`src/rtl/mac_accum_pkg.sv`:
```
// Shared widths, log helper and saturation bounds for the signed MAC accumulator.
// Bounds are carried in 64-bit form, so output widths up to 64 bits are supported.
package mac_accum_pkg;

  localparam int FEATURE_W_DEF = 16;
  localparam int WEIGHT_W_DEF  = 16;
  localparam int MAX_LEN_DEF   = 64;

  function automatic int clog2(input int n);
    int r;
    r = 0;
    for (int i = 0; i < 31; i++)
      if ((1 << i) < n) r = i + 1;
    return r;
  endfunction

  function automatic int pw(input int fw, input int ww);
    return fw + ww;
  endfunction

  function automatic int ow(input int fw, input int ww);
    return pw(fw, ww) + 1;
  endfunction

  function automatic int aw(input int fw, input int ww, input int max_len);
    return ow(fw, ww) + clog2(max_len);
  endfunction

  function automatic longint sat_max(input int w);
    return (64'sd1 <<< (w - 1)) - 64'sd1;
  endfunction

  function automatic longint sat_min(input int w);
    return -(64'sd1 <<< (w - 1));
  endfunction

  localparam longint SAT_MAX_DEF = sat_max(ow(FEATURE_W_DEF, WEIGHT_W_DEF));
  localparam longint SAT_MIN_DEF = sat_min(ow(FEATURE_W_DEF, WEIGHT_W_DEF));

endpackage

```
`src/rtl/mac_product_reg.sv`:
```
// Stage-1 signed multiply with registered valid/last; reusable across MAC lanes.
module mac_product_reg
  import mac_accum_pkg::*;
#(
  parameter int FW = FEATURE_W_DEF,
  parameter int WW = WEIGHT_W_DEF
) (
  input  logic                      clk,
  input  logic                      reset,
  input  logic                      i_valid,
  input  logic                      i_last,
  input  logic [FW-1:0]             i_a,
  input  logic [WW-1:0]             i_b,
  output logic signed [FW+WW-1:0]   o_prod,
  output logic                      o_valid,
  output logic                      o_last
);

  localparam int PW = pw(FW, WW);

  logic signed [PW-1:0] w_a, w_b, w_prod;
  logic signed [PW-1:0] r_prod;
  logic                 r_valid, r_last;

  // Operands widened to the product width so the low PW bits are the exact product.
  assign w_a    = {{WW{i_a[FW-1]}}, i_a};
  assign w_b    = {{FW{i_b[WW-1]}}, i_b};
  assign w_prod = w_a * w_b;

  always_ff @(posedge clk) begin
    if (reset) begin
      r_prod  <= '0;
      r_valid <= 1'b0;
      r_last  <= 1'b0;
    end else begin
      r_valid <= i_valid;
      r_last  <= i_valid & i_last;
      if (i_valid) r_prod <= w_prod;
    end
  end

  assign o_prod  = r_prod;
  assign o_valid = r_valid;
  assign o_last  = r_last;

endmodule

```
`src/rtl/mac_accum.sv`:
```
// Pipelined signed multiply-accumulate over last-framed vectors, with a saturated
// full-precision result pulsed toward the down-scaler.
module mac_accum
  import mac_accum_pkg::*;
#(
  parameter int featureWidth = FEATURE_W_DEF,
  parameter int weightWidth  = WEIGHT_W_DEF,
  parameter int MAX_LEN      = MAX_LEN_DEF
) (
  input  logic                                  clk,
  input  logic                                  reset,
  input  logic                                  in_valid,
  input  logic                                  in_last,
  input  logic [featureWidth-1:0]               feature,
  input  logic [weightWidth-1:0]                weight,
  output logic                                  out_valid,
  output logic [featureWidth+weightWidth:0]     out_sum,
  output logic [clog2(MAX_LEN):0]               out_count,
  output logic                                  out_sat,
  output logic                                  out_len_err
);

  localparam int PW = pw(featureWidth, weightWidth);
  localparam int OW = ow(featureWidth, weightWidth);
  localparam int AW = aw(featureWidth, weightWidth, MAX_LEN);
  localparam int CW = clog2(MAX_LEN) + 1;
  localparam logic [OW-1:0] SAT_MAX = OW'(sat_max(OW));
  localparam logic [OW-1:0] SAT_MIN = OW'(sat_min(OW));

  logic signed [PW-1:0] w_p1;
  logic                 w_v1, w_l1;

  mac_product_reg #(.FW(featureWidth), .WW(weightWidth)) u_prod (
    .clk     (clk),
    .reset   (reset),
    .i_valid (in_valid),
    .i_last  (in_last),
    .i_a     (feature),
    .i_b     (weight),
    .o_prod  (w_p1),
    .o_valid (w_v1),
    .o_last  (w_l1)
  );

  logic [AW-1:0]      r_acc;
  logic [CW-1:0]      r_cnt;
  logic               r_first, r_close, r_len_err;
  logic [AW-1:0]      w_acc_next;
  logic [CW-1:0]      w_cnt_next;
  logic               w_at_max, w_close;

  assign w_acc_next = (r_first ? '0 : r_acc) + {{(AW-PW){w_p1[PW-1]}}, w_p1};
  assign w_cnt_next = r_first ? CW'(1) : r_cnt + CW'(1);
  assign w_at_max   = (w_cnt_next == CW'(MAX_LEN));
  assign w_close    = w_v1 & (w_l1 | w_at_max);

  // r_acc/r_cnt keep the closed vector's totals until the next beat, which the
  // output stage reads one cycle later; r_first makes that next beat start fresh.
  always_ff @(posedge clk) begin
    if (reset) begin
      r_acc     <= '0;
      r_cnt     <= '0;
      r_first   <= 1'b1;
      r_close   <= 1'b0;
      r_len_err <= 1'b0;
    end else begin
      r_close <= w_close;
      if (w_v1) begin
        r_acc     <= w_acc_next;
        r_cnt     <= w_cnt_next;
        r_first   <= w_l1 | w_at_max;
        r_len_err <= w_at_max & ~w_l1;
      end
    end
  end

  logic [AW-OW:0] w_hi;
  logic           w_ovf;
  logic [OW-1:0]  w_sat_sum;

  // Fits in OW bits only when every bit above the OW sign position matches it.
  assign w_hi      = r_acc[AW-1:OW-1];
  assign w_ovf     = ~((&w_hi) | ~(|w_hi));
  assign w_sat_sum = w_ovf ? (r_acc[AW-1] ? SAT_MIN : SAT_MAX) : r_acc[OW-1:0];

  logic          r_out_valid, r_out_sat, r_out_len_err;
  logic [OW-1:0] r_out_sum;
  logic [CW-1:0] r_out_count;

  always_ff @(posedge clk) begin
    if (reset) begin
      r_out_valid   <= 1'b0;
      r_out_sum     <= '0;
      r_out_count   <= '0;
      r_out_sat     <= 1'b0;
      r_out_len_err <= 1'b0;
    end else begin
      r_out_valid <= r_close;
      if (r_close) begin
        r_out_sum     <= w_sat_sum;
        r_out_count   <= r_cnt;
        r_out_sat     <= w_ovf;
        r_out_len_err <= r_len_err;
      end
    end
  end

  assign out_valid   = r_out_valid;
  assign out_sum     = r_out_sum;
  assign out_count   = r_out_count;
  assign out_sat     = r_out_sat;
  assign out_len_err = r_out_len_err;

endmodule
```
`config.mk`:
```
export PLATFORM = sky130hd
export DESIGN_NAME = mac_accum
export DESIGN_NICKNAME = d
export VERILOG_FILES = /design/src/rtl/mac_accum_pkg.sv /design/src/rtl/mac_product_reg.sv /design/src/rtl/mac_accum.sv
export SDC_FILE = /design/constraint.sdc
export NUM_CORES = 1
export LEC_CHECK = 0
export ABC_CLOCK_PERIOD_IN_PS = 6600
export BUFFER_PORTS_ARGS = -buffer_cell sky130_fd_sc_hd__buf_2
export CORE_MARGIN = 2
export CORE_UTILIZATION = 58
export CTS_BUF_LIST = sky130_fd_sc_hd__clkbuf_16
export DETAILED_ROUTE_END_ITERATION = 12
export GPL_TIMING_DRIVEN = 0
export PLACE_DENSITY = 0.84
export SLEW_MARGIN = 20
export SYNTH_ARGS = -nofsm -noshare
export SYNTH_HDL_FRONTEND = slang
export SYNTH_SLANG_ARGS = --single-unit
export TNS_END_PERCENT = 100
```
`constraint.sdc`:
```
create_clock -name clk -period 6.6 [get_ports clk]
set_clock_uncertainty 0.15 [all_clocks]
set_input_delay 0.33 -clock clk [delete_from_list [all_inputs] [get_ports clk]]
set_output_delay 0.33 -clock clk [all_outputs]
set_load 0.01 [all_outputs]
```
# == After elaboration in Yosys (flattened, before gate mapping) ==
# Index checks and enable logic that the tools add are counted.
# totals
reg_bits,126
inputBits,36
out_inout_bits,43
elab_cells,31
# op_classes
add_sub_neg,2
mul,1
eq_ne,1
n_mux,4
n_bitwise,8
n_reduce_logical,2
# ops
operator,count
$mux 33,2
$add 39x39->39,1
$mux 39,1
$mul 16x16->32,1
$add 7x1->7 const B,1
$eq 7x7->1 const B,1
$mux 7,1
$reduce_and 7->1,1
$reduce_or 7->1,1
$and 1x1->1,3
$not 1->1,3
$or 1x1->1,2

# == Logic depth before layout (Yosys ltp) ==
# Gate-level depths: netlist (run 1).
# logic_depth
depth_word,5
depth_mapped,25
depth_no_buf,23

# == Cells and area by module ==
# A second synthesis (run 1) with hierarchy kept.
# unflattened
cells_unflattened,2001
area_unflattened_um2,17221.5
# by_module_without_submodules
mod,n_inst,cells_each,area_each_um2,seq_area_each_um2
mac_product_reg,1,1249,11393.4,680.7
mac_accum,1,752,5828.1,1841.8

# == Worst setup path before layout (run 1) ==
# Ideal clock, no wire load.
# synth_timing
path_type,input to register
start,in feature[15]
end,reg u_prod.r_prod[29] (netlist: u_prod.o_prod[29])
setup_time_ns,0.127
t_arrival_ns,6.002
required_time_ns,6.323
path_slack_ns,0.321
cell_stages,21
n_path_buf,2
path_cell_list,clkbuf_1 > nand2_1 > inv_1 > fa_1 > fa_1 > inv_1 > fa_1 > inv_1 > fa_1 > fa_1 > fa_1 > ha_1 > clkbuf_1 > nand3_1 > nor2_1 > a32oi_1 > o21ai_2 > o41ai_4 > o21bai_2 > nor4bb_1 > or3_1
# synth_via
elab_chain_cells,1
# synth_lines
element,line,source
start: declaration,mac_accum.sv:14,"input logic [featureWidth-1:0] feature,"
$mul 16x16->32,mac_product_reg.sv:28,assign w_prod = w_a * w_b;
end signal: assignment,mac_product_reg.sv:38,if (i_valid) r_prod <= w_prod;
end: declaration,mac_product_reg.sv:22,logic signed [PW-1:0] r_prod;
# Every way passes these cells.
# A chain may end at the register's enable or synchronous reset.

# == Worst setup path after layout (run 1) ==
# layout_timing
start,in feature[8]
end,reg u_prod.r_prod[30] (netlist: u_prod.o_prod[30])
# The elaborated chain is that of the path after synthesis.

==> results.py, run 1 <==
metrics = {
    "status": {
        "outcome": "completed",
    },
    "layout": {
        "final_nets": 2413,
        "layout-drive-gt1-share_pct": 7.48,
        "n_antenna_cell": 0,
        "area_delta_synth_final_pct": 8.97,
        "final_cell_area_um2": 18100,
        "fin_util_pct": 63.8,
    },
    "detailed_routing": {
        "num_vias": 13500,
        "drt_iter0_drc": 914,
        "dr.pass1.iters": 7,
        "wire_per_inst_um": 17.2,
        "drc": 0,
        "ant_nets": 0,
        "vias_per_cell": 5.64,
        "finalWirelength_um": 41200,
    },
    "global_routing": {
        "overflow": 0,
        "antenna_found_initial": 0,
        "grt_pass1_vias": 13800,
        "grt_first_pass_wirelength_um": 67500,
        "grt_max_degree": 17,
        "grtUsageTotal_pct": 28.0,
    },
    "sta": {
        "worst_slew_pin_slew_ns": 0.802,
        "max_freq_mhz": 158,
        "worst_hold_slack_ns": 0.141,
        "period_needed_ns": 6.35,
        "drv_slew": 0,
        "hold_viol": 0,
        "fin_crit_sh_pct": 96.2,
        "rsz0062_at_grt": "yes",
        "slew_headroom_pct": 46.5,
        "setup_viol": 0,
    },
    "floorplanning": {
        "start_util_pct": 58.5,
        "num_rows": 62,
        "die_h_um": 173,
        "coreArea_um2": 28500,
        "dieArea_um2": 30100,
        "die_x_um": 173,
        "boundaryPins": 79,
    },
    "hold_path": {
        "hold_depth": 3,
        "hold_end": "u_prod.o_prod[30]",
        "hold_start": "reset",
        "min_path_type": "in2reg",
    },
    "setup_path": {
        "startpoint_type": "primary input",
        "ff2ff_setup_slack_ns": 2.11,
        "reg2reg_to": "r_acc[38]",
        "path_class": "in2reg",
        "end_kind": "flop",
        "crit_required_ns": 6.77,
        "cp.arrival_ns": 6.52,
        "r2r_cells": 14,
        "worstPathMaxFanout": 10,
        "r2r-start": "r_first",
    },
    "placed_design": {
        "gp_congestion": 0.924,
        "dp_hpwl_um": 34300,
        "io_buffer_count": 78,
        "placed_cell_area_um2": 17500,
    },
    "clocking": {
        "clock_sinks": 126,
        "cts_inserted_buffers": 17,
        "cts-root-buf": "clkbuf_16",
        "clk_latency_ns": 0.42,
        "clock_path_buffers": 2,
        "cts_tree": "built",
        "clk_pin_slew_worst_paths_ns": 0.06,
        "htree_num_levels": 4,
    },
    "yosys": {
        "synthArstFlopShare_pct": 0,
        "synth_seq_area_share_pct": 15.1,
        "ys.flop_type": "dfxtp_1",
        "yosysMostFrequentCell": "inv_1",
        "syn_nets": 2325,
        "synth_seq_cells": 126,
        "synth_common_cells": "325 x inv_1, 263 x fa_1, 163 x nand2_1",
        "synth_area_per_cell_um2": 8.74,
        "synth_edf_count": 0,
        "yosysTopAreaCell": "fa_1",
        "syn_area_um2": 16700,
        "synth-warning-count": 0,
        "synth.distinct_cells": 66,
        "synthCells": 1905,
        "synth_top_area_share_pct": 31.6,
        "yosys-top-cells-area": "fa_1 32%, dfxtp_1 15%, ha_1 9.1%, inv_1 7.3%, and2_1 4.6%",
    },
    "job": {
        "cap_violations": 0,
    },
}
-- metrics by stage --
step / TNS (ns) / std cells / setup slack [ns]
2_1_floorplan: 0 / 1905 / 0.321
3_3_place_gp: -2.99 / 2367 / -0.588
3_5_place_dp: -4.93 / 2367 / -0.740
4_1_cts: 0 / 2394 / 0.00126
5_1_grt: -0.0326 / 2390 / -0.0326
6_report: 0 / 2390 / 0.253
-- kinds of logic after synthesis --
| family | Yosys count | share of synthesized area (%) |
|---|---|---|
| compound gates | 248 | 9.68 |
| xor+xnor | 68 | 3.58 |
| fa+ha+maj | 384 | 40.7 |
| buf+inv | 407 | 9.18 |
| flops | 126 | 15.1 |
| mux | 64 | 3.85 |
| simple gates | 608 | 17.9 |
-- cell type report --
class,count,area [µm²]
timing repair buffer,80,408
sequential,126,2520
inverter,325,1220
clock inverter,15,170
fill,2330,10300
tap,384,480
multi-input combinational,1372,12600
buffer,71,300
clock buffer,17,425
-- layer usage --
layer | wire length, µm | track usage [%] | part of all wire, % | up-vias
met1 | 16300 | 35.5 | 39 | 6661
met3 | 3090 | 4.54 | 7.5 | 108
met4 | 1250 | 10.2 | 3.0 | 0
met5 | 0 | 0 | 0 | -
li1 | - | - | - | 6189
met2 | 20600 | 48.3 | 50 | 519
-- critical path: stages --
cell and delay [ns]:
buf_2 0.22, clkbuf_2 0.31, nand2_1 0.12, fa_1 0.51
fa_1 0.47, fa_1 0.53, fa_1 0.58, inv_1 0.06
fa_1 0.51, fa_1 0.42, ha_1 0.39, o21a_1 0.14
o21a_1 0.11, o21ai_0 0.11, a21bo_2 0.25, a21oi_2 0.26
a21oi_1 0.16, nor2_1 0.18, a31oi_1 0.12, or4b_2 0.62
o311ai_0 0.11
-- cells in the final DEF (no fill, tap or decap), types with 4 or more instances in the layout --
cell / synthesis / layout
inv_1: 325 / 326
fa_1: 263 / 261
nand2_1: 163 / 163
nor2_1: 157 / 157
dfxtp_1: 126 / 126
and2_1: 122 / 122
ha_1: 121 / 121
a21oi_1: 100 / 99
buf_2: 1 / 80
mux2i_1: 64 / 64
xnor2_1: 52 / 52
nor3_1: 44 / 44
clkbuf_1: 72 / 43
nor2b_1: 43 / 43
o21ai_0: 31 / 30
a21o_1: 30 / 30
nand2b_1: 20 / 20
clkbuf_16: 0 / 17
xor2_1: 16 / 16
o21bai_1: 15 / 15
nand3_1: 15 / 15
clkbuf_2: 0 / 13
a211oi_1: 10 / 10
buf_1: 9 / 9
nand4_1: 8 / 8
and3_1: 7 / 7
o21a_1: 6 / 6
o211ai_1: 6 / 6
a31oi_1: 6 / 6
nor3b_1: 5 / 5
o21ai_1: 3 / 4
nand3b_1: 4 / 4
-- state kept, by name, summed over array words and instances, names as in the netlist, 7 cells and up --
| register | count |
|---|---|
| r_acc | 39 |
| out_sum | 33 |
| u_prod.o_prod | 32 |
| out_count | 7 |
| r_cnt | 7 |
-- how the worst max path moves through the flow --
stage | from | end | slack, ns | cells past startpoint
5_1_grt | feature[15] | u_prod.o_prod[30] | -0.03 | 24
3_5_place_dp | weight[7] | u_prod.o_prod[30] | -0.74 | 24
6_report | feature[8] | u_prod.o_prod[30] | 0.25 | 21
2_1_floorplan | feature[15] | u_prod.o_prod[29] | 0.32 | 21
3_3_place_gp | feature[7] | u_prod.o_prod[23] | -0.59 | 25
4_1_cts | weight[1] | u_prod.o_prod[29] | 0.001 | 22
-- repair_timing --
item / CTS / global route
setup endpoints to repair: 4 / 8
gates resized for setup: 9 / 37
hold endpoints to repair: 1 / 0
pin swaps: 0 / 1
buffers inserted: 0 / 1
hold buffers: 1 / 0
Power of run 1 is left out: the tool's default activity adds up to more than one toggle a clock period on the data nets, which glitch-free logic cannot reach.
==> inputs of run 2 (changes only) <==
--- a/config.mk
+++ b/config.mk
@@ -7,7 +7,7 @@
 export LEC_CHECK = 0
 export ABC_CLOCK_PERIOD_IN_PS = 6600
 export BUFFER_PORTS_ARGS = -buffer_cell sky130_fd_sc_hd__buf_2
-export CORE_MARGIN = 2
+export CORE_MARGIN = 10
 export CORE_UTILIZATION = 58
 export CTS_BUF_LIST = sky130_fd_sc_hd__clkbuf_16
 export DETAILED_ROUTE_END_ITERATION = 12
==> run 2 against run 1 <==
Net effect: sequential share of layout area hardly changed; count of clock-buffer cells in the layout unchanged; register-to-register slack better by 0.09 ns; core utilization is 0.96 points higher; setup slack gained 0.013 ns; cell area up 0.14%; critical path depth up 2; die area increased by 19%; via count fell by 0.53%; first-iteration DRC count is 32% higher; critical path type unchanged.
==> results.py, run 2 (synthesis gave the netlist of run 1 again) <==
metrics = {
    "setup_path": {
        "path_class": "in2reg",
        "crit_buf_inv": 6,
        "slowest_delay_ns": 0.61,
        "end_kind": "flop",
        "slowest_stage": "or4b_2",
        "crit_required_ns": 6.75,
        "worstPathMaxFanout": 10,
        "crit_family": "adder cells",
        "startpoint_type": "primary input",
        "cp_cell_sequence": "buf_2 > clkbuf_2 > and2_1 > fa_1 > inv_1 > fa_1 > fa_1 > inv_1 > fa_1 > fa_1 > inv_1 > fa_1 > inv_1 > ha_1 > o21a_1 > o21ai_0 > a21bo_2 > a21oi_2 > a21oi_1 > nor2_2 > a31oi_1 > or4b_2 > o311ai_0",
        "cp.arrival_ns": 6.49,
        "crit_top_cell": "fa_1",
    },
    "placed_design": {
        "io_buffer_count": 78,
        "placed_cell_area_um2": 17500,
        "dp_hpwl_um": 35300,
        "gp_congestion": 0.976,
    },
    "floorplanning": {
        "die_h_um": 189,
        "coreArea_um2": 28100,
        "die_x_um": 189,
        "boundaryPins": 79,
        "dieArea_um2": 35900,
        "num_rows": 61,
        "start_util_pct": 59.3,
    },
    "layout": {
        "layout_commonest_cell": "inv_1",
        "layout_common_cells": "326 x inv_1, 261 x fa_1, 163 x nand2_1, 156 x nor2_1, 126 x dfxtp_1",
        "final_nets": 2416,
        "n_antenna_cell": 0,
        "largest_reg_flops": 39,
        "final_cell_area_um2": 18200,
        "layout-drive-gt1-share_pct": 7.81,
        "top_register": "r_acc",
        "area_delta_synth_final_pct": 9.12,
    },
    "sta": {
        "hold_viol": 0,
        "setup_viol": 0,
        "period_needed_ns": 6.33,
        "worst_slew_pin_slew_ns": 0.809,
        "slew_headroom_pct": 46.1,
        "rsz0062_at_grt": "no",
        "max_freq_mhz": 158,
        "drv_slew": 0,
        "fin_crit_sh_pct": 96.0,
    },
    "clocking": {
        "clock_path_buffers": 2,
        "cts_tree": "built",
        "clk_latency_ns": 0.43,
        "htree_num_levels": 4,
        "clk_pin_slew_worst_paths_ns": 0.06,
        "cts_inserted_buffers": 17,
        "clock_sinks": 126,
        "cts-root-buf": "clkbuf_16",
    },
    "job": {
        "cap_violations": 0,
    },
    "global_routing": {
        "grtUsageTotal_pct": 23.7,
        "antenna_found_initial": 1,
        "grt_max_degree": 17,
        "grt_pass1_vias": 14100,
        "overflow": 0,
        "grt_first_pass_wirelength_um": 69700,
    },
    "detailed_routing": {
        "num_vias": 13400,
        "drc": 0,
        "ant_nets": 0,
        "dr.pass1.iters": 5,
        "wire_per_inst_um": 17.6,
        "vias_per_cell": 5.62,
        "finalWirelength_um": 42000,
        "drt_iter0_drc": 1204,
    },
    "status": {
        "outcome": "completed",
    },
    "hold_path": {
        "min_path_type": "in2reg",
    },
}
run 2: timing repair:
item                                    in CTS  in global routing
hold buffers                                 1                  0
buffers inserted                             0                  2
gates resized for setup                      8                 60
endpoints found under the setup margin       4                  5
pin swaps                                    0                  2
hold endpoints to repair                     1                  0
run 2: worst min-delay path, stage by stage:
cell and delay [ns]:
buf_2 0.16, nand3_1 0.09, a21oi_1 0.06
run 2: layout make-up:
cell class | count | area, µm²
multi-input cells | 1372 | 12600
repair buffers | 81 | 415
clock inverters | 15 | 161
fillers | 2385 | 9910
plain buffers | 73 | 332
flip-flops and latches | 126 | 2520
clock buffers | 17 | 425
inverters | 325 | 1220
well taps | 378 | 473
run 2: worst paths after layout:
kind                                   from                end  slack (ns)  cells after the start
worst min register to register  out_sum[12]        out_sum[12]        0.32                      2
worst max-delay path              weight[4]  u_prod.o_prod[30]        0.27                     23
worst max register to register      r_first          r_acc[38]        2.20                     16
worst min-delay path              weight[0]   u_prod.o_prod[0]        0.12                      3
run 2: per-layer routing:
metal / vias up / GRT usage [%] / part of all wire, %
met5: - / 0.569 / 0
met4: 0 / 7.78 / 2.7
met3: 101 / 5.88 / 8.0
met2: 497 / 39.3 / 49
met1: 6617 / 29.8 / 40
li1: 6191 / - / -
run 2: metrics by stage:
step | worst slack (ns) | setup TNS, ns | std cells | hold WS (ns) | util [%]
after floorplan | 0.321 | 0 | 1905 | 0.282 | -
after global placement | -0.591 | -3.14 | 2361 | 0.292 | 62.4
after detailed placement | -0.762 | -4.93 | 2361 | 0.315 | 62.4
after CTS | 0.00770 | 0 | 2387 | 0.120 | 64.4
after global routing | 0.00674 | 0 | 2387 | 0.160 | 64.7
final | 0.266 | 0 | 2387 | 0.124 | 64.7
Power of run 2 is left out for the same reason.
==> inputs of run 3 (changes only) <==
--- a/config.mk
+++ b/config.mk
@@ -7,7 +7,6 @@
 export LEC_CHECK = 0
 export ABC_CLOCK_PERIOD_IN_PS = 6600
 export BUFFER_PORTS_ARGS = -buffer_cell sky130_fd_sc_hd__buf_2
-export CORE_MARGIN = 10
 export CORE_UTILIZATION = 58
 export CTS_BUF_LIST = sky130_fd_sc_hd__clkbuf_16
 export DETAILED_ROUTE_END_ITERATION = 12
==> run 3 against run 2 <==
Net effect: largest cell class unchanged; routed wire length is 1.6% lower; critical path type unchanged; critical path depth is 2 lower; setup slack worse by 0.074 ns.
==> results.py, run 3 (synthesis gave the netlist of run 1 again) <==
metrics = {
    "status": {
        "outcome": "completed",
    },
    "job": {
        "cap_violations": 0,
    },
    "layout": {
        "area_delta_synth_final_pct": 9.47,
        "layout_common_cells": "327 x inv_1, 261 x fa_1, 163 x nand2_1, 157 x nor2_1, 126 x dfxtp_1",
        "top_register": "r_acc",
        "instances_no_fill": 2385,
        "layout_commonest_cell": "inv_1",
        "n_antenna_cell": 0,
        "layout-drive-gt1-share_pct": 7.67,
        "final_nets": 2414,
        "largest_reg_flops": 39,
        "fin_util_pct": 65.1,
    },
    "setup_path": {
        "slowest_delay_ns": 0.70,
        "slowest_stage": "fa_2",
        "cp_cell_sequence": "buf_2 > clkbuf_4 > nand2_1 > inv_1 > fa_2 > fa_2 > inv_1 > fa_1 > inv_1 > fa_1 > fa_1 > fa_1 > ha_1 > clkbuf_2 > nand3_1 > o21ai_0 > o22ai_1 > nor2_1 > a31oi_1 > or4b_2 > o311ai_0",
        "path_class": "in2reg",
        "end_kind": "flop",
        "crit_buf_inv": 6,
        "crit_family": "adder cells",
        "startpoint_type": "primary input",
        "cp.arrival_ns": 6.58,
        "crit_top_cell": "fa_1",
        "worstPathMaxFanout": 10,
        "crit_required_ns": 6.77,
    },
    "sta": {
        "period_needed_ns": 6.41,
        "max_freq_mhz": 156,
        "worst_slew_pin_slew_ns": 0.812,
        "drv_slew": 0,
        "hold_viol": 0,
        "fin_crit_sh_pct": 97.1,
        "worst_hold_slack_ns": 0.128,
        "setup_viol": 0,
        "layout_setup_ws_ns": 0.192,
        "slew_headroom_pct": 45.8,
    },
    "floorplanning": {
        "num_rows": 61,
        "die_h_um": 171,
        "die_x_um": 171,
        "coreArea_um2": 28000,
        "dieArea_um2": 29400,
        "boundaryPins": 79,
        "start_util_pct": 59.5,
    },
    "clocking": {
        "clock_sinks": 126,
        "cts_inserted_buffers": 17,
        "cts_tree": "built",
        "clock_path_buffers": 2,
        "clk_latency_ns": 0.43,
        "clk_pin_slew_worst_paths_ns": 0.06,
        "cts-root-buf": "clkbuf_16",
        "htree_num_levels": 4,
    },
    "detailed_routing": {
        "ant_nets": 0,
        "drt_iter0_drc": 942,
        "vias_per_cell": 5.69,
        "drc": 0,
        "dr.pass1.iters": 5,
        "num_vias": 13600,
        "wire_per_inst_um": 17.3,
        "finalWirelength_um": 41300,
    },
    "global_routing": {
        "grt_pass1_vias": 13800,
        "antenna_found_initial": 2,
        "grt_max_degree": 17,
        "grt_first_pass_wirelength_um": 68000,
        "overflow": 0,
        "grtUsageTotal_pct": 29.6,
    },
    "placed_design": {
        "dp_hpwl_um": 33900,
        "dp.cells": 2361,
        "pre_cts_ws_ns": -0.766,
        "io_buffer_count": 78,
        "gp_congestion": 0.950,
    },
    "hold_path": {
        "min_path_type": "in2reg",
    },
}
[run 3: cell count changes in the layout (fill, tap and decap cells not counted), sizes merged]
| cell | change |
|---|---|
| clkinv | -1 |
| clkbuf | -2 |
| inv | -2 |
| bufinv | +4 |
| clkinvlp | -1 |
[run 3: metal layers]
layer,part of all wire (%),wire length [µm],GRT usage [%]
met5,0.036,15,0
met4,3.5,1450,11.6
met3,6.2,2570,3.73
met2,49,20300,49.4
met1,41,17000,39.1
[run 3: path summary, 6_finish.rpt]
| kind | from | endpoint | slack, ns | cells past startpoint |
|---|---|---|---|---|
| setup / recovery | feature[15] | u_prod.o_prod[30] | 0.19 | 21 |
| hold / removal | weight[0] | u_prod.o_prod[0] | 0.13 | 3 |
| setup reg to reg | r_first | r_acc[38] | 2.15 | 16 |
| hold reg to reg | out_sum[7] | out_sum[7] | 0.33 | 2 |
[run 3: layout make-up]
cell class,instances,area (µm²)
clock buffers,17,425
fillers,2303,9780
clock inverters,15,243
inverters,325,1220
flip-flops and latches,126,2520
multi-input cells,1372,12600
well taps,378,473
plain buffers,68,294
repair buffers,84,438
[run 3: through the flow]
stage / instance area, µm² / setup TNS [ns]
after floorplan: 16700 / 0
after global placement: 17500 / -2.56
after detailed placement: 17500 / -4.47
after CTS: 18200 / 0
after global routing: 18200 / -0.00703
final: 18200 / 0
[run 3: timing repair]
| action | CTS | global route |
|---|---|---|
| setup endpoints to repair | 6 | 7 |
| endpoints found under the hold margin | 1 | 0 |
| buffers inserted | 0 | 5 |
| hold buffers | 1 | 0 |
| gates resized for setup | 11 | 37 |
| pin swaps | 1 | 2 |
[run 3: worst register-to-register path: stages, from the launching register on]
cell and delay, ns:
dfxtp_1 0.37, clkbuf_1 0.42, clkbuf_1 0.43, nor2b_1 0.10
ha_1 0.22, inv_1 0.07, fa_1 0.18, nor2b_1 0.06
o21ai_0 0.26, o221ai_1 0.28, a221oi_2 0.51, o31ai_2 0.21
a31oi_2 0.33, o211ai_1 0.21, a21oi_1 0.23, mux2i_1 0.21
o21ai_1 0.08
Power of run 3 is left out for the same reason.
